### config.mk
export PLATFORM = sky130hd
export DESIGN_NAME = csa_tree_pipe
export DESIGN_NICKNAME = d
export VERILOG_FILES = /design/src/rtl/csa_tree_pipe.sv
export SDC_FILE = /design/constraint.sdc
export NUM_CORES = 2
export LEC_CHECK = 0
export CORE_ASPECT_RATIO = 0.9
export CORE_MARGIN = 5
export CORE_UTILIZATION = 55
export CTS_BUF_LIST = sky130_fd_sc_hd__clkbuf_8
export DETAILED_ROUTE_END_ITERATION = 8
export DONT_BUFFER_PORTS = 1
export MAX_ROUTING_LAYER = met4
export PLACE_DENSITY = 0.72
export SYNTH_ARGS = -nofsm -noshare
export SYNTH_HDL_FRONTEND = slang
export SYNTH_SLANG_ARGS = --single-unit
### constraint.sdc
create_clock -name clk -period 2.1 [get_ports clk]
set_input_delay 0.21 -clock clk [delete_from_list [all_inputs] [get_ports clk]]
set_output_delay 0.21 -clock clk [all_outputs]
set_load 0.02 [all_outputs]
### src/rtl/csa_tree_pipe.sv
// csa_tree_pipe: pipelined 3:2 carry-save reduction tree with elastic
// valid/ready stages. It reduces PP_NUM shifted, sign-extended partial
// products to one redundant sum/carry pair, mod 2^OUT_WIDTH.
//
// Ports:
//   clk, rst_n          clock (rising edge), asynchronous active-low reset
//   flush               synchronous clear of all valid bits (wins over handshake)
//   in_valid/in_ready   input handshake
//   in_pp               PP_NUM partial products, pp i at [i*PP_WIDTH +: PP_WIDTH]
//   in_tag              sideband, returned unchanged with the result
//   out_valid/out_ready output handshake
//   out_sum/out_carry   redundant result pair (carry already weight-aligned)
//   out_tag             tag of the result beat
//   out_product         out_sum + out_carry, present only with CSA_TREE_CPA_EN
//
// Build option: define CSA_TREE_CPA_EN to append one registered
// carry-propagate stage that drives out_product (latency STAGES+1).

module csa_tree_pipe #(
  parameter int unsigned PP_NUM    = 13,
  parameter int unsigned PP_WIDTH  = 26,
  parameter int unsigned PP_SHIFT  = 2,
  parameter int unsigned OUT_WIDTH = 52,
  parameter int unsigned REG_EVERY = 1,
  parameter int unsigned TAG_W     = 4
) (
  input  logic                         clk,
  input  logic                         rst_n,
  input  logic                         flush,
  input  logic                         in_valid,
  output logic                         in_ready,
  input  logic [PP_NUM*PP_WIDTH-1:0]   in_pp,
  input  logic [TAG_W-1:0]             in_tag,
  output logic                         out_valid,
  input  logic                         out_ready,
  output logic [OUT_WIDTH-1:0]         out_sum,
  output logic [OUT_WIDTH-1:0]         out_carry,
  output logic [TAG_W-1:0]             out_tag
`ifdef CSA_TREE_CPA_EN
  ,
  output logic [OUT_WIDTH-1:0]         out_product
`endif
);

  // Row count entering level lvl under greedy Wallace grouping.
  function automatic int unsigned rows_at(int unsigned lvl);
    int unsigned n;
    n = PP_NUM;
    for (int unsigned i = 0; i < lvl; i++) n = 2 * (n / 3) + n % 3;
    return n;
  endfunction

  // Number of CSA levels needed to reach two rows.
  function automatic int unsigned count_levels();
    int unsigned n;
    int unsigned c;
    n = PP_NUM;
    c = 0;
    while (n > 2) begin
      n = 2 * (n / 3) + n % 3;
      c++;
    end
    return c;
  endfunction

  localparam int unsigned LEVELS = count_levels();
  localparam int unsigned STAGES = (LEVELS + REG_EVERY - 1) / REG_EVERY;

  logic [OUT_WIDTH-1:0] w_align [PP_NUM];
  logic                 w_tail_rdy;

  // Sign-extend each pp to the result width, then weight it by 2^(i*PP_SHIFT).
  for (genvar i = 0; i < PP_NUM; i++) begin : g_align
    assign w_align[i] = OUT_WIDTH'($signed(in_pp[i*PP_WIDTH +: PP_WIDTH])) << (i * PP_SHIFT);
  end

  // CSA levels. A level's input comes from the previous level, or from a
  // stage register when a pipeline boundary falls in front of it.
  for (genvar l = 0; l < LEVELS; l++) begin : g_lvl
    localparam int unsigned N  = rows_at(l);
    localparam int unsigned NC = N / 3;
    logic [OUT_WIDTH-1:0] w_in  [PP_NUM];
    logic [OUT_WIDTH-1:0] w_out [PP_NUM];
    for (genvar j = 0; j < PP_NUM; j++) begin : g_row
      if (l == 0) begin : g_src_in
        assign w_in[j] = w_align[j];
      end else if (l % REG_EVERY == 0) begin : g_src_reg
        assign w_in[j] = g_stg[l/REG_EVERY-1].r_data[j];
      end else begin : g_src_comb
        assign w_in[j] = g_lvl[l-1].w_out[j];
      end

      if (j < 2 * NC) begin : g_csa
        if (j % 2 == 0) begin : g_sum
          assign w_out[j] = w_in[3*(j/2)] ^ w_in[3*(j/2)+1] ^ w_in[3*(j/2)+2];
        end else begin : g_carry
          // Majority moves up one weight; the bit leaving the top is dropped.
          assign w_out[j] = ((w_in[3*(j/2)]   & w_in[3*(j/2)+1]) |
                             (w_in[3*(j/2)]   & w_in[3*(j/2)+2]) |
                             (w_in[3*(j/2)+1] & w_in[3*(j/2)+2])) << 1;
        end
      end else if (j < 2 * NC + N % 3) begin : g_pass
        assign w_out[j] = w_in[3*NC + j - 2*NC];
      end else begin : g_zero
        assign w_out[j] = '0;
      end
    end
  end

  // Elastic stage registers. A stage loads when empty or when its current
  // contents leave this cycle; ready is chained back from the tail.
  for (genvar k = 0; k < STAGES; k++) begin : g_stg
    localparam int unsigned LE = (((k + 1) * REG_EVERY < LEVELS) ? (k + 1) * REG_EVERY : LEVELS) - 1;
    logic [OUT_WIDTH-1:0] r_data [PP_NUM];
    logic [TAG_W-1:0]     r_tag;
    logic                 r_v;
    logic                 w_dn_rdy;
    logic                 w_ld;
    logic                 w_up_v;
    logic [TAG_W-1:0]     w_up_tag;

    if (k == STAGES - 1) begin : g_last
      assign w_dn_rdy = w_tail_rdy;
    end else begin : g_mid
      assign w_dn_rdy = g_stg[k+1].w_ld;
    end
    assign w_ld = !r_v | w_dn_rdy;

    if (k == 0) begin : g_first
      assign w_up_v   = in_valid & in_ready;
      assign w_up_tag = in_tag;
    end else begin : g_next
      assign w_up_v   = g_stg[k-1].r_v;
      assign w_up_tag = g_stg[k-1].r_tag;
    end

    always_ff @(posedge clk or negedge rst_n) begin
      if (!rst_n) begin
        r_v   <= 1'b0;
        r_tag <= '0;
        for (int j = 0; j < PP_NUM; j++) r_data[j] <= '0;
      end else begin
        if (flush)     r_v <= 1'b0;
        else if (w_ld) r_v <= w_up_v;
        // Payload may load while empty; only the valid bit carries meaning.
        if (w_ld) begin
          r_tag <= w_up_tag;
          for (int j = 0; j < PP_NUM; j++) r_data[j] <= g_lvl[LE].w_out[j];
        end
      end
    end
  end

  assign in_ready = g_stg[0].w_ld & !flush;

`ifdef CSA_TREE_CPA_EN
  logic                 r_cv;
  logic [OUT_WIDTH-1:0] r_csum;
  logic [OUT_WIDTH-1:0] r_ccarry;
  logic [OUT_WIDTH-1:0] r_cprod;
  logic [TAG_W-1:0]     r_ctag;

  assign w_tail_rdy = !r_cv | out_ready;

  // Final carry-propagate stage; the redundant pair travels alongside it.
  always_ff @(posedge clk or negedge rst_n) begin
    if (!rst_n) begin
      r_cv     <= 1'b0;
      r_csum   <= '0;
      r_ccarry <= '0;
      r_cprod  <= '0;
      r_ctag   <= '0;
    end else begin
      if (flush)           r_cv <= 1'b0;
      else if (w_tail_rdy) r_cv <= g_stg[STAGES-1].r_v;
      if (w_tail_rdy) begin
        r_csum   <= g_stg[STAGES-1].r_data[0];
        r_ccarry <= g_stg[STAGES-1].r_data[1];
        r_cprod  <= g_stg[STAGES-1].r_data[0] + g_stg[STAGES-1].r_data[1];
        r_ctag   <= g_stg[STAGES-1].r_tag;
      end
    end
  end

  assign out_valid   = r_cv;
  assign out_sum     = r_csum;
  assign out_carry   = r_ccarry;
  assign out_product = r_cprod;
  assign out_tag     = r_ctag;
`else
  assign w_tail_rdy = out_ready;
  assign out_valid  = g_stg[STAGES-1].r_v;
  assign out_sum    = g_stg[STAGES-1].r_data[0];
  assign out_carry  = g_stg[STAGES-1].r_data[1];
  assign out_tag    = g_stg[STAGES-1].r_tag;
`endif

endmodule

==> impl_metrics.yaml <==
outcome:
  outcome: "finished with violations"
  violations: "negative hold slack, max-slew violations, negative setup slack"
setup_path:
  path_max_fanout: 858
  path_class: "in2async"
  r2r-start: "g_stg[2].r_v$_DFFE_PN0P_"
  cp-end-kind: "async pin"
  cp-start-kind: "primary input"
  r2r-end: "g_lvl[1].w_in[380]$_DFFE_PN0N_"
  cp.arrival_ns: 3.56
  cp_data_required_time_ns: 1.30
  reg2reg_depth: 6
  regToRegSetupSlack_ns: 0.13
clock_network:
  worstSkewPairLatency_ns: 0.77
  clkTransAtPathRegs_ns: 0.07
  cts-hold-fix-buffers: 462
  clockBufferDepth: 3
  cts_tree: "done"
  clock_sinks: 858
  cts_inserted_buffers: 139
  h-tree-depth: 4
  clockRootBuffer: "clkbuf_8"
floorplanning:
  num_io_pins: 457
  die_h_um: 265
  rows: 93
  start_util: 0.556
  core_um2: 71700
  die_area_um2: 78000
  die_x_um: 294
global_routing:
  gr-total-overflow: 0
  grt_max_degree: 859
  grt_usage: 0.237
  grt_pass1_wl_um: 141000
  antenna_found_initial: 8
  grt_pass1_vias: 25200
timing:
  skew_ns: 0.0428
  setup_slack_ns: -2.26
  finalCriticalPeriod_ns: 4.36
  slew_violations: 764
  fin_crit_sh: 2.07
  finalHoldViolations: 265
  setup_viol: 586
  fin_hold_ws_ns: -0.845
  tightest_slew_ns: 6.70
  max_freq_mhz: 230
  final.setup.tns_ns: -928.36
  slew_headroom: -3.47
place:
  post-dp-hpwl_um: 52900
  dp_slack_ns: 0.166
  dp.cells: 3311
  io_buffers: 0
  gp_congestion: 0.811
finish:
  layout.nets: 3684
  register_area_um2: 21500
  layout-drive-gt1-share: 0.331
  multi_input_area_um2: 17700
  final_cell_mix: "dfrtp_1 (858), mux2_2 (494), dlygate4sd3_1 (462)"
  synthToLayoutAreaGrowth_pct: 22.0
  final_common_cell: "dfrtp_1"
  final.fill_count: 4709
  fin_cells: 4031
route:
  wl_um: 87400
  dr.pass1.iters: 4
  drc: 0
  drtIter0Drc: 1048
  route.detailed.vias_per_inst: 5.27
  vias: 21200
  wire_per_inst_um: 21.7
  ant_nets: 0
job:
  maxCapViolations: 0
synthesis:
  yosys_warnings: 0
  seq_area_frac_synth: 0.539
  synth_top_area_frac: 0.539
  yosys-top-cells-area: "dfrtp_1 (54%), fa_1 (16%), mux2_2 (14%)"
  syn_area_per_cell_um2: 16.5
  syn_inst: 2412
  syn-cell-area_um2: 39900
  ys_seq_elements: 858
  synth.distinct_cells: 24
  synth_top_cell_by_area: "dfrtp_1"
power:
  power.density_nw_per_um2: 1070
  p_seq_frac: 0.503
  combPwrFrac: 0.214
  switching_share: 0.308
  pwr-share-clk: 0.283
  p_switching_mw: 16.0
  internal-power_mw: 36.1
  p_leak_nw: 21.5
  p_total_mw: 52.1
  max-vdd-ir-drop_v: 0.000665
worst_hold_path:
  holdCritPathClass: "in2async"
-- per-stage QoR --
| stage | util | instance area (µm²) |
|---|---|---|
| floorplan | - | 39900 |
| global placement | 0.573 | 41000 |
| detailed placement | 0.573 | 41000 |
| CTS | 0.678 | 48600 |
| global route | 0.678 | 48600 |
| finish | 0.678 | 48600 |
-- final cells by class --
type,count,share of cell area
diodes,9,0.000463
clock buffers,177,0.0501
clock inverters,67,0.00849
multi-input cells,1447,0.365
flip-flops and latches,858,0.442
well taps,950,0.0244
repair buffers,523,0.110
-- worst register-to-register path, delay by kind of cell, from the launching register on --
kind,cells,cell delay [ns]
buffers and inverters,3,0.71
DFF,1,0.36
muxes,1,0.35
and+or+nand+nor,2,0.44
-- state kept, by name, indices dropped and copies added, names as in the netlist --
| name | cells |
|---|---|
| g_stg.r_tag | 16 |
| out_carry | 45 |
| g_stg.r_v | 4 |
| out_sum | 52 |
| out_valid | 1 |
| g_lvl.w_in | 736 |
| out_tag | 4 |
-- layer usage --
metal | part of all wire | up-vias | global-route usage | wire length, µm
li1 | - | 9280 | - | -
met2 | 0.52 | 524 | 0.387 | 45400
met4 | 0.032 | 0 | 0.0840 | 2830
met1 | 0.39 | 11200 | 0.287 | 34000
met3 | 0.059 | 197 | 0.0654 | 5110
met5 | 0 | - | - | 0
-- cell usage after synthesis --
library cell    n
nand2_1       302
xor2_1          1
nand2b_1        1
mux2_1          8
dfrtp_1       858
buf_1           1
and3_1          1
ha_1           47
conb_1          1
o21ba_2         1
xnor2_1         1
nor2b_1         1
mux2_4        250
nor2_1          7
nand2_2         1
and4b_1         1
o21ai_0         1
a21oi_1         2
clkbuf_1       27
fa_1          321
buf_2          49
mux2_2        494
buf_4           7
buf_6          29
-- power groups by stage --
| stage | logic [mW] | clock network, mW | registers [mW] |
|---|---|---|---|
| final | 11.2 | 14.7 | 26.2 |
| after detailed placement | 10.0 | 0 | 26.5 |
| after global placement | 9.61 | 0 | 26.3 |
| after floorplan | 7.48 | 0 | 25.1 |
| after CTS | 11.2 | 15.0 | 26.2 |
| after global routing | 12.8 | 15.9 | 26.9 |
-- repair_timing --
| action | 4_1_cts | 5_1_grt |
|---|---|---|
| gates resized for setup | 5 | 0 |
| endpoints found under the setup margin | 1 | 1 |
| pin swaps | 3 | 1 |
| buffers inserted | 3 | 1 |
| endpoints found under the hold margin | 1226 | 858 |
| cloned | 1 | 0 |
-- worst max-delay path by stage --
stage | start | end | slack (ns) | cells past startpoint
after floorplan | out_valid$_DFFE_PN0P_ | in_ready | 0.23 | 7
after global placement | g_stg[3].r_v$_DFFE_PN0P_ | g_lvl[1].w_in[389]$_DFFE_PN0N_ | 0.20 | 5
after detailed placement | g_stg[2].r_v$_DFFE_PN0P_ | g_lvl[1].w_in[341]$_DFFE_PN0N_ | 0.17 | 5
after CTS | out_valid$_DFFE_PN0P_ | in_ready | 0.004 | 4
after global routing | g_stg[2].r_v$_DFFE_PN0P_ | in_ready | -0.007 | 4
final | rst_n | g_lvl[2].w_in[508]$_DFFE_PN0P_ | -2.26 | 0
-- logic make-up (layout without fill, tap and decap cells) --
| kind of cell | count (synthesis) | in the layout | synth area share |
|---|---|---|---|
| AOI/OAI and AO/OA | 4 | 4 | 0.000628 |
| muxes | 752 | 752 | 0.236 |
| other | 1 | 16 | 0.0000941 |
| DFF | 858 | 858 | 0.539 |
| and+or+nand+nor | 314 | 314 | 0.0300 |
| xor gates and xnor gates | 2 | 2 | 0.000440 |
| buffers and inverters | 113 | 767 | 0.0183 |
| adders and majority gates | 368 | 368 | 0.176 |
Power figures use the tool's default switching activity.
